File: src/rtl/hmi_arbiter_if.sv
// Bundle between the setup/operational controllers and the HMI arbiter.
// The controllers drive requests, digits and buzzer strobes. The arbiter drives the display bus and the buzzer.
interface hmi_arbiter_if;
    logic        setup_req;
    logic [23:0] setup_digits;
    logic [5:0]  setup_blank;
    logic [1:0]  setup_bip_cmd;
    logic        setup_bip_stb;
    logic        op_req;
    logic [23:0] op_digits;
    logic [5:0]  op_blank;
    logic [1:0]  op_bip_cmd;
    logic        op_bip_stb;
    logic [23:0] disp_digits;
    logic [5:0]  disp_blank;
    logic [1:0]  owner;
    logic        bip;
    logic        bip_busy;

    modport master (
        output setup_req, setup_digits, setup_blank, setup_bip_cmd, setup_bip_stb,
        output op_req, op_digits, op_blank, op_bip_cmd, op_bip_stb,
        input  disp_digits, disp_blank, owner, bip, bip_busy
    );

    modport slave (
        input  setup_req, setup_digits, setup_blank, setup_bip_cmd, setup_bip_stb,
        input  op_req, op_digits, op_blank, op_bip_cmd, op_bip_stb,
        output disp_digits, disp_blank, owner, bip, bip_busy
    );
endinterface

File: src/rtl/hmi_arbiter.sv
// Fixed-priority owner arbitration of the display and buzzer between the setup and operational controllers.
// Setup has priority. Every hand-over passes through a blank SWITCH cycle. Buzzer patterns are sequenced on a ms timebase.
module hmi_arbiter #(
    parameter int TICK_DIV   = 50000,
    parameter int BEEP_TICKS = 100,
    parameter int GAP_TICKS  = 100
) (
    input  logic         clk,
    input  logic         rst,
    hmi_arbiter_if.slave hmi
);

    localparam int PW  = (TICK_DIV > 1) ? $clog2(TICK_DIV) : 1;
    localparam int BW  = (BEEP_TICKS > 1) ? $clog2(BEEP_TICKS) : 1;
    localparam int GW  = (GAP_TICKS > 1) ? $clog2(GAP_TICKS) : 1;
    localparam int TW  = (BW > GW) ? BW : GW;
    localparam logic [PW-1:0] P_LAST = PW'(TICK_DIV - 1);
    localparam logic [TW-1:0] B_LAST = TW'(BEEP_TICKS - 1);
    localparam logic [TW-1:0] G_LAST = TW'(GAP_TICKS - 1);

    typedef enum logic [1:0] {IDLE, SWITCH, GRANT_OP, GRANT_SETUP} own_state_t;
    typedef enum logic [1:0] {B_IDLE, B_ON, B_GAP, B_CONT} bip_state_t;

    // Target encoding matches the owner output: 00 none, 01 op, 10 setup
    own_state_t  r_state, w_state_nxt;
    logic [1:0]  r_target, w_target_nxt;
    bip_state_t  r_bstate, w_bstate_nxt;
    logic [PW-1:0] r_presc, w_presc_nxt;
    logic [TW-1:0] r_tcnt, w_tcnt_nxt;
    logic [1:0]  r_beep, w_beep_nxt;
    logic        r_triple, w_triple_nxt;
    logic [1:0]  r_owner;
    logic [23:0] r_disp_digits;
    logic [5:0]  r_disp_blank;
    logic        w_abort;
    logic        w_stb;
    logic [1:0]  w_cmd;
    logic        w_tick;

    always_ff @(posedge clk or negedge rst) begin
        if (!rst) begin
            r_state  <= IDLE;
            r_target <= 2'b00;
        end else begin
            r_state  <= w_state_nxt;
            r_target <= w_target_nxt;
        end
    end

    always_comb begin
        w_state_nxt  = r_state;
        w_target_nxt = r_target;
        case (r_state)
            IDLE: begin
                if (hmi.setup_req) begin
                    w_state_nxt  = SWITCH;
                    w_target_nxt = 2'b10;
                end else if (hmi.op_req) begin
                    w_state_nxt  = SWITCH;
                    w_target_nxt = 2'b01;
                end
            end
            SWITCH: begin
                if (r_target == 2'b10 && hmi.setup_req) begin
                    w_state_nxt = GRANT_SETUP;
                end else if (r_target == 2'b01 && hmi.op_req) begin
                    w_state_nxt = GRANT_OP;
                end else if (hmi.setup_req) begin
                    w_state_nxt  = SWITCH;
                    w_target_nxt = 2'b10;
                end else if (hmi.op_req) begin
                    w_state_nxt  = SWITCH;
                    w_target_nxt = 2'b01;
                end else begin
                    w_state_nxt  = IDLE;
                    w_target_nxt = 2'b00;
                end
            end
            GRANT_OP: begin
                if (hmi.setup_req) begin
                    w_state_nxt  = SWITCH;
                    w_target_nxt = 2'b10;
                end else if (!hmi.op_req) begin
                    w_state_nxt  = SWITCH;
                    w_target_nxt = 2'b00;
                end
            end
            GRANT_SETUP: begin
                if (!hmi.setup_req) begin
                    w_state_nxt  = SWITCH;
                    w_target_nxt = hmi.op_req ? 2'b01 : 2'b00;
                end
            end
            default: begin
                w_state_nxt  = IDLE;
                w_target_nxt = 2'b00;
            end
        endcase
    end

    // A strobe counts only if its source keeps ownership across this edge, so a request drop beats a same-cycle strobe
    always_comb begin
        w_abort = (w_state_nxt == SWITCH);
        w_stb   = 1'b0;
        w_cmd   = 2'b00;
        if (r_state == GRANT_OP && w_state_nxt == GRANT_OP) begin
            w_stb = hmi.op_bip_stb;
            w_cmd = hmi.op_bip_cmd;
        end else if (r_state == GRANT_SETUP && w_state_nxt == GRANT_SETUP) begin
            w_stb = hmi.setup_bip_stb;
            w_cmd = hmi.setup_bip_cmd;
        end
    end

    always_ff @(posedge clk or negedge rst) begin
        if (!rst) begin
            r_owner       <= 2'b00;
            r_disp_digits <= 24'h000000;
            r_disp_blank  <= 6'h3F;
        end else begin
            case (r_state)
                GRANT_OP: begin
                    r_owner       <= 2'b01;
                    r_disp_digits <= hmi.op_digits;
                    r_disp_blank  <= hmi.op_blank;
                end
                GRANT_SETUP: begin
                    r_owner       <= 2'b10;
                    r_disp_digits <= hmi.setup_digits;
                    r_disp_blank  <= hmi.setup_blank;
                end
                default: begin
                    r_owner       <= 2'b00;
                    r_disp_digits <= 24'h000000;
                    r_disp_blank  <= 6'h3F;
                end
            endcase
        end
    end

    always_ff @(posedge clk or negedge rst) begin
        if (!rst) begin
            r_bstate <= B_IDLE;
            r_presc  <= '0;
            r_tcnt   <= '0;
            r_beep   <= 2'd0;
            r_triple <= 1'b0;
        end else begin
            r_bstate <= w_bstate_nxt;
            r_presc  <= w_presc_nxt;
            r_tcnt   <= w_tcnt_nxt;
            r_beep   <= w_beep_nxt;
            r_triple <= w_triple_nxt;
        end
    end

    always_comb begin
        w_bstate_nxt = r_bstate;
        w_presc_nxt  = r_presc;
        w_tcnt_nxt   = r_tcnt;
        w_beep_nxt   = r_beep;
        w_triple_nxt = r_triple;
        w_tick       = (r_presc == P_LAST);
        if (w_abort) begin
            w_bstate_nxt = B_IDLE;
            w_presc_nxt  = '0;
            w_tcnt_nxt   = '0;
            w_beep_nxt   = 2'd0;
            w_triple_nxt = 1'b0;
        end else if (w_stb) begin
            w_presc_nxt  = '0;
            w_tcnt_nxt   = '0;
            w_beep_nxt   = 2'd0;
            w_triple_nxt = (w_cmd == 2'b10);
            case (w_cmd)
                2'b01, 2'b10: w_bstate_nxt = B_ON;
                2'b11:        w_bstate_nxt = B_CONT;
                default:      w_bstate_nxt = B_IDLE;
            endcase
        end else if (r_bstate == B_ON || r_bstate == B_GAP) begin
            w_presc_nxt = w_tick ? '0 : r_presc + PW'(1);
            if (w_tick) begin
                if (r_bstate == B_ON && r_tcnt == B_LAST) begin
                    w_tcnt_nxt = '0;
                    if (r_triple && r_beep != 2'd2) begin
                        w_bstate_nxt = B_GAP;
                    end else begin
                        w_bstate_nxt = B_IDLE;
                        w_beep_nxt   = 2'd0;
                        w_triple_nxt = 1'b0;
                    end
                end else if (r_bstate == B_GAP && r_tcnt == G_LAST) begin
                    w_tcnt_nxt   = '0;
                    w_beep_nxt   = r_beep + 2'd1;
                    w_bstate_nxt = B_ON;
                end else begin
                    w_tcnt_nxt = r_tcnt + TW'(1);
                end
            end
        end
    end

    assign hmi.owner       = r_owner;
    assign hmi.disp_digits = r_disp_digits;
    assign hmi.disp_blank  = r_disp_blank;
    assign hmi.bip         = (r_bstate == B_ON) || (r_bstate == B_CONT);
    assign hmi.bip_busy    = (r_bstate != B_IDLE);

endmodule
File: src/flat_wrapper.sv
// flat-port wrapper written by rule: the top's interface ports become plain ports
module hmi_arbiter_flat 
#(
    parameter int TICK_DIV   = 50000,
    parameter int BEEP_TICKS = 100,
    parameter int GAP_TICKS  = 100
)
  (clk, rst, hmi_setup_req, hmi_setup_digits, hmi_setup_blank, hmi_setup_bip_cmd, hmi_setup_bip_stb, hmi_op_req, hmi_op_digits, hmi_op_blank, hmi_op_bip_cmd, hmi_op_bip_stb, hmi_disp_digits, hmi_disp_blank, hmi_owner, hmi_bip, hmi_bip_busy);
  hmi_arbiter_if hmi_i ();
  input  logic clk;
  input  logic rst;
  input wire logic [$bits(hmi_i.setup_req)-1:0] hmi_setup_req;
  input wire logic [$bits(hmi_i.setup_digits)-1:0] hmi_setup_digits;
  input wire logic [$bits(hmi_i.setup_blank)-1:0] hmi_setup_blank;
  input wire logic [$bits(hmi_i.setup_bip_cmd)-1:0] hmi_setup_bip_cmd;
  input wire logic [$bits(hmi_i.setup_bip_stb)-1:0] hmi_setup_bip_stb;
  input wire logic [$bits(hmi_i.op_req)-1:0] hmi_op_req;
  input wire logic [$bits(hmi_i.op_digits)-1:0] hmi_op_digits;
  input wire logic [$bits(hmi_i.op_blank)-1:0] hmi_op_blank;
  input wire logic [$bits(hmi_i.op_bip_cmd)-1:0] hmi_op_bip_cmd;
  input wire logic [$bits(hmi_i.op_bip_stb)-1:0] hmi_op_bip_stb;
  output wire logic [$bits(hmi_i.disp_digits)-1:0] hmi_disp_digits;
  output wire logic [$bits(hmi_i.disp_blank)-1:0] hmi_disp_blank;
  output wire logic [$bits(hmi_i.owner)-1:0] hmi_owner;
  output wire logic [$bits(hmi_i.bip)-1:0] hmi_bip;
  output wire logic [$bits(hmi_i.bip_busy)-1:0] hmi_bip_busy;
  assign hmi_i.setup_req = hmi_setup_req;
  assign hmi_i.setup_digits = hmi_setup_digits;
  assign hmi_i.setup_blank = hmi_setup_blank;
  assign hmi_i.setup_bip_cmd = hmi_setup_bip_cmd;
  assign hmi_i.setup_bip_stb = hmi_setup_bip_stb;
  assign hmi_i.op_req = hmi_op_req;
  assign hmi_i.op_digits = hmi_op_digits;
  assign hmi_i.op_blank = hmi_op_blank;
  assign hmi_i.op_bip_cmd = hmi_op_bip_cmd;
  assign hmi_i.op_bip_stb = hmi_op_bip_stb;
  assign hmi_disp_digits = hmi_i.disp_digits;
  assign hmi_disp_blank = hmi_i.disp_blank;
  assign hmi_owner = hmi_i.owner;
  assign hmi_bip = hmi_i.bip;
  assign hmi_bip_busy = hmi_i.bip_busy;
  hmi_arbiter #(.TICK_DIV(TICK_DIV), .BEEP_TICKS(BEEP_TICKS), .GAP_TICKS(GAP_TICKS)) u_core (.clk(clk), .rst(rst), .hmi(hmi_i));
endmodule
File: config.mk
export PLATFORM = sky130hd
export DESIGN_NAME = hmi_arbiter_flat
export DESIGN_NICKNAME = d
export VERILOG_FILES = /design/src/rtl/hmi_arbiter_if.sv /design/src/rtl/hmi_arbiter.sv /design/src/flat_wrapper.sv
export SDC_FILE = /design/constraint.sdc
export NUM_CORES = 1
export LEC_CHECK = 0
export ABC_AREA = 1
export BUFFER_PORTS_ARGS = -buffer_cell sky130_fd_sc_hd__buf_2
export CAP_MARGIN = 0
export CORE_MARGIN = 5
export CORE_UTILIZATION = 40
export CTS_CLUSTER_DIAMETER = 200
export DETAILED_ROUTE_END_ITERATION = 16
export PLACE_DENSITY = 0.65
export SLEW_MARGIN = 25
export SYNTH_ARGS = -nofsm -noshare
export SYNTH_HDL_FRONTEND = slang
export SYNTH_SLANG_ARGS = --single-unit
File: constraint.sdc
create_clock -name clk -period 2.78 [get_ports clk]
set_input_delay 0.556 -clock clk [delete_from_list [all_inputs] [get_ports clk]]
set_output_delay 0.556 -clock clk [all_outputs]
set_load 0.005 [all_outputs]
=== Yosys cells after proc, flatten, opt, wreduce, memory -nomap -nowiden ===
Cells that the tools add are included.

* Add/subtract/negate cells: 3
* Eq/ne operators: 24
* Multiplexer cells: 57
* Reduce and logical (&&, ||, !) cells: 21

{| class="wikitable"
|+ Operators with widths
! cell !! number
|-
| two-way mux 16 bit || 4
|-
| two-way mux 2 bit || 32
|-
| one-hot mux 24 bit (2 select lines) || 1
|-
| two-way mux 7 bit || 6
|-
| == test 2 bit (second input constant) || 9
|-
| adder 16 x 1 -> 16 bit (second input constant) || 1
|-
| == test 16 bit (second input constant) || 1
|-
| one-hot mux 2 bit (4 select lines) || 2
|-
| one-hot mux 6 bit (2 select lines) || 1
|-
| == test 2 x 1 -> 1 bit (second input constant) || 5
|-
| two-way mux 1 bit || 9
|-
| nonzero test 3 bit || 3
|-
| != test 2 bit (second input constant) || 4
|-
| one-hot mux 2 bit (2 select lines) || 2
|-
| AND reduction 4 bit || 2
|-
| adder 7 x 1 -> 7 bit (second input constant) || 1
|-
| == test 7 bit (second input constant) || 1
|-
| logical AND 1 bit || 7
|-
| != test 3 bit (second input constant) || 2
|-
| AND reduction 5 bit || 1
|-
| != test 4 x 2 -> 1 bit (second input constant) || 1
|-
| nonzero test 4 bit || 1
|-
| != test 3 x 1 -> 1 bit (second input constant) || 1
|-
| AND reduction 3 bit || 1
|-
| 6 further kinds || 7
|}

* Bits in registers: 64
* Input port bits: 70
* Word-level logic and storage cells: 115

=== Longest topological paths before layout ===
* Word-level depth: 14
* Mapped depth: 12
* Gate-level depth less buffers: 11

=== Least setup slack after synthesis ===
No wires, ideal clock.

* Path kind: input port to flip-flop
* Start point: in hmi_setup_req
* End point: reg u_core.r_presc[6]
* Data arrival time: 1.586 ns
* Required time: 2.658 ns
* Path slack: 1.072 ns
* Stages: 10
* Buffers on the path: 2
* Path through: inv_1 nand2_1 o21ai_0 nand2_2 nand3_4 nand2_4 buf_6 buf_6 nand3_1 o21ai_1

* Cells in the longest elaborated chain, start to end: 10
* Elaborated cells on any way between the ends: 18
* Classes of those cells: eq/ne: 3; mux: 11; reduce/logical: 4

{| class="wikitable"
|+ RTL lines
! element !! line !! RTL
|-
| from (decl) || flat_wrapper.sv:12 || <nowiki>input wire logic [$bits(hmi_i.setup_req)-1:0] hmi_setup_req;</nowiki>
|-
| two-way mux 2 bit || hmi_arbiter.sv:68 || <nowiki>end else if (hmi.setup_req) begin</nowiki>
|-
| two-way mux 2 bit || hmi_arbiter.sv:66 || <nowiki>end else if (r_target == 2'b01 && hmi.op_req) begin</nowiki>
|-
| two-way mux 2 bit || hmi_arbiter.sv:64 || <nowiki>if (r_target == 2'b10 && hmi.setup_req) begin</nowiki>
|-
| one-hot mux 2 bit (4 select lines) (*) || hmi_arbiter.sv:53 || <nowiki>case (r_state)</nowiki>
|-
| via u_core.w_state_nxt[0] || hmi_arbiter.sv:25 || <nowiki>own_state_t r_state, w_state_nxt;</nowiki>
|-
| == test 2 bit || hmi_arbiter.sv:109 || <nowiki>end else if (r_state == GRANT_SETUP && w_state_nxt == GRANT_SETUP) begin</nowiki>
|-
| logical AND 1 bit || hmi_arbiter.sv:109 ||
|-
| two-way mux 1 bit || hmi_arbiter.sv:109 ||
|-
| two-way mux 1 bit || hmi_arbiter.sv:106 || <nowiki>if (r_state == GRANT_OP && w_state_nxt == GRANT_OP) begin</nowiki>
|-
| two-way mux 16 bit || hmi_arbiter.sv:170 || <nowiki>end else if (w_stb) begin</nowiki>
|-
| two-way mux 16 bit || hmi_arbiter.sv:164 || <nowiki>if (w_abort) begin</nowiki>
|-
| to (signal assigned) || hmi_arbiter.sv:150 || <nowiki>r_presc <= w_presc_nxt;</nowiki>
|-
| to (decl) || hmi_arbiter.sv:28 || <nowiki>logic [PW-1:0] r_presc, w_presc_nxt;</nowiki>
|}

The timed path passes the listed nets; every way through them passes the cells marked *.
A chain may end at the register's enable or synchronous reset.

=== Worst setup path after layout ===
* Start point: reg u_core.r_state[0]
* End point: reg u_core.r_tcnt[0]

* Cells in the longest elaborated chain, start to end: 9
* Elaborated cells on any way between the ends: 22
* Classes of those cells: eq/ne: 6; mux: 10; reduce/logical: 6

{| class="wikitable"
|+ RTL lines
! element !! line !! RTL
|-
| from (decl) || hmi_arbiter.sv:25 ||
|-
| from (signal assigned) || hmi_arbiter.sv:45 || <nowiki>r_state <= w_state_nxt;</nowiki>
|-
| two-way mux 2 bit, on equally long branches || hmi_arbiter.sv:83, hmi_arbiter.sv:58 ||
|-
| two-way mux 2 bit, on equally long branches || hmi_arbiter.sv:80, hmi_arbiter.sv:55 ||
|-
| one-hot mux 2 bit (4 select lines) || hmi_arbiter.sv:53 ||
|-
| == test 2 bit || hmi_arbiter.sv:109 ||
|-
| logical AND 1 bit || hmi_arbiter.sv:109 ||
|-
| two-way mux 1 bit || hmi_arbiter.sv:109 ||
|-
| two-way mux 1 bit || hmi_arbiter.sv:106 ||
|-
| nonzero test 3 bit (no source line) / two-way mux 7 bit (equally long branches) || n/a ||
|-
| AND reduction 2 bit (no source line) / two-way mux 7 bit (equally long branches) || n/a ||
|-
| to (signal assigned) || hmi_arbiter.sv:151 || <nowiki>r_tcnt <= w_tcnt_nxt;</nowiki>
|-
| to (decl) || hmi_arbiter.sv:29 || <nowiki>logic [TW-1:0] r_tcnt, w_tcnt_nxt;</nowiki>
|}

Parallel ways exist; a longest one is shown, timed or not.

==> results.py <==
metrics = {
    "run_status": {
        "status": "finished clean",
    },
    "timing": {
        "slew_headroom": 0.717,
        "final-hold-violation-count": 0,
        "layout_setup_ws_ns": 0.654,
        "rsz0062_at_grt": "false",
        "fin_skew_ns": 0.0179,
        "fmaxAchievable_ghz": 0.470,
        "min_period_ns": 2.13,
        "setup_viol": 0,
        "fin_crit_sh": 0.765,
        "setup_tns_ns": 0,
        "worst_slew_pin_slew_ns": 0.421,
        "finalMaxSlewViolations": 0,
    },
    "detailed_routing": {
        "drc_errors": 0,
        "met3_length_um": 691,
        "postRouteWirelength_um": 8180,
        "wl_met1_um": 3560,
        "drt-initial-drc-count": 182,
        "firstDrtPassIters": 5,
        "wl_per_cell_um": 13.7,
        "top_layer_used": "met4",
        "wl_met2_um": 3770,
        "viasPerCell": 5.04,
        "drtAntennaViolNets": 0,
        "num_vias": 3009,
    },
    "clock_tree": {
        "numCtsBuffers": 9,
        "clkTransAtPathRegs_ns": 0.09,
        "cts_buffer_depth": 2,
        "cts_setup_buffers": 0,
        "cts_resized": 0,
        "cts_tree": "yes",
        "cts_max_level": 3,
        "cts.sinks": 64,
        "holdBufCountCts": 0,
        "worstSkewPairLatency_ns": 0.35,
        "clock-root-buffer": "clkbuf_8",
    },
    "critical_path": {
        "arrival_ns": 2.40,
        "crit_fanout": 21,
        "end_kind": "flip-flop",
        "crit_type": "reg -> reg",
        "required_ns": 3.06,
        "r2r_cells": 10,
        "crit_path_start_kind": "flip-flop",
    },
    "floorplanning": {
        "num_rows": 33,
        "die_h_um": 101,
        "io_pins": 104,
        "coreArea_mm2": 0.00818,
        "start_util": 0.408,
        "dieWidth_um": 101,
        "dieArea_mm2": 0.0103,
    },
    "synth": {
        "synthTopCellsByArea": "dfrtp_1 44%, nand2_1 9.1%, a22o_1 6.3%",
        "synth_most_common_cell": "nand2_1",
        "synth_area_mm2": 0.00333,
        "synth-edff-count": 0,
        "synth-seq-cells": 64,
        "yosysTopAreaCell": "dfrtp_1",
        "synthCells": 380,
        "ys_seq_area_frac": 0.483,
        "postSynth.asyncResetShare": 1.00,
        "synth_area_per_cell_um2": 8.77,
        "synth_ff_type": "dfrtp_1",
        "synth_fp_nets": 457,
        "synth.distinct_cells": 37,
        "synth_top_area_share": 0.436,
        "ys_warn_count": 0,
        "yosys-top-cells-count": "81 x nand2_1, 58 x dfrtp_1, 39 x nor2_1",
    },
    "pwr": {
        "power.leakage_uw": 0.00213,
        "max-vdd-ir-drop_uv": 429,
        "finalPower_uw": 3540,
        "power_density_mw_per_mm2": 846,
    },
    "global_routing": {
        "grt_pass1_wl_um": 13900,
        "grt_max_degree": 34,
        "first_global_vias": 2999,
        "antenna_found_initial": 0,
        "overflow": 0,
        "global_route.usage.total": 0.172,
    },
    "final_layout": {
        "area_delta_synth_final_pct": 25.6,
        "multi_input_area_mm2": 0.00151,
        "regArea_mm2": 0.00161,
        "fin_nets": 564,
        "antennaDiodeCount": 0,
        "fillers": 782,
        "final_layout_size_suffix_gt1_frac": 0.307,
    },
    "place": {
        "port_buffers": 103,
        "hpwl_um": 6420,
        "dpl_worst_slack_ns": 0.553,
        "gp_congestion": 0.880,
    },
    "min_path": {
        "hold_path_class": "in -> async",
    },
    "flow_run": {
        "cap_viol_max_count": 0,
    },
}
[worst max-delay path, cell delays in order, from the launching register on]
cell and delay (ns):
dfrtp_1 0.56, inv_2 0.10, nand2_4 0.13, nor2_4 0.06
nor2_1 0.21, nand3_4 0.21, nand2_4 0.26, nand2_2 0.22
nor2_1 0.18, nand2_1 0.07, nand2_1 0.06
[path summary, 6_finish.rpt]
kind | startpoint | to | slack [ns]
max | u_core.r_state[0] | u_core.r_tcnt[0] | 0.65
min | rst | u_core.r_beep[0] | 0.22
max reg2reg | u_core.r_state[0] | u_core.r_tcnt[0] | 0.65
min reg2reg | u_core.r_triple | u_core.r_triple | 0.48
max in group asynchronous | rst | u_core.hmi.disp_blank[4] | 2.21
min in group clk | hmi_op_digits[11] | u_core.hmi.disp_digits[11] | 0.43
[state kept, by name, indices dropped and copies added (netlist names)]
signal / count
u_core.hmi.disp_blank: 6
u_core.hmi.disp_digits: 24
u_core.hmi.owner: 2
u_core.r_beep: 2
u_core.r_bstate: 2
u_core.r_presc: 16
u_core.r_state: 2
u_core.r_target: 2
u_core.r_tcnt: 7
u_core.r_triple: 1
[power breakdown]
part           internal, µW  switching [µW]  total, µW
logic                   472             816       1290
clock network           625             379       1000
registers              1140             109       1250
[cell usage in the layout (no fill, tap or decap), types with 8 or more instances in the layout]
| cell | count |
|---|---|
| nor2_1 | 39 |
| o21ai_1 | 8 |
| nand2_1 | 81 |
| a22o_1 | 24 |
| dfrtp_1 | 58 |
| o21ai_0 | 10 |
| nand3_1 | 37 |
| inv_1 | 31 |
| nand4_1 | 12 |
| buf_2 | 103 |
| clkbuf_8 | 10 |
[metrics by stage]
step                      hold slack (ns)   util  cells  instance area (µm²)
final                               0.218  0.512    597                 4180
after global routing                0.255  0.512    597                 4180
after CTS                           0.229  0.512    597                 4180
after detailed placement            0.471  0.481    581                 3930
after global placement              0.461  0.481    581                 3930
after floorplan                     0.260      -    380                 3330
[cell type report]
type / instances / share of cell area
Clock buffer: 10 / 0.0329
Clock inverter: 6 / 0.0275
Inverter: 36 / 0.0323
Multi-Input combinational cell: 269 / 0.361
Sequential cell: 64 / 0.385
Tap cell: 105 / 0.0314
Timing Repair Buffer: 107 / 0.130
[kinds of logic (layout without fill, tap and decap cells)]
kind of cell / count (synthesis) / in the layout / share of synthesized area
buffers and inverters: 47 / 159 / 0.0638
AO/OA/AOI/OAI: 60 / 60 / 0.133
flip-flops: 64 / 64 / 0.483
adder cells (fa/ha/maj): 7 / 7 / 0.0263
XOR/XNOR: 6 / 6 / 0.0158
AND/OR/NAND/NOR: 196 / 196 / 0.278
[per-layer routing]
metal  vias to the layer above  track usage
li1                       1496            -
met1                      1381        0.216
met2                       122        0.266
met3                        10       0.0634
met4                         0       0.0736
met5                         -            0
No activity file was read; power rests on OpenSTA's default activity.
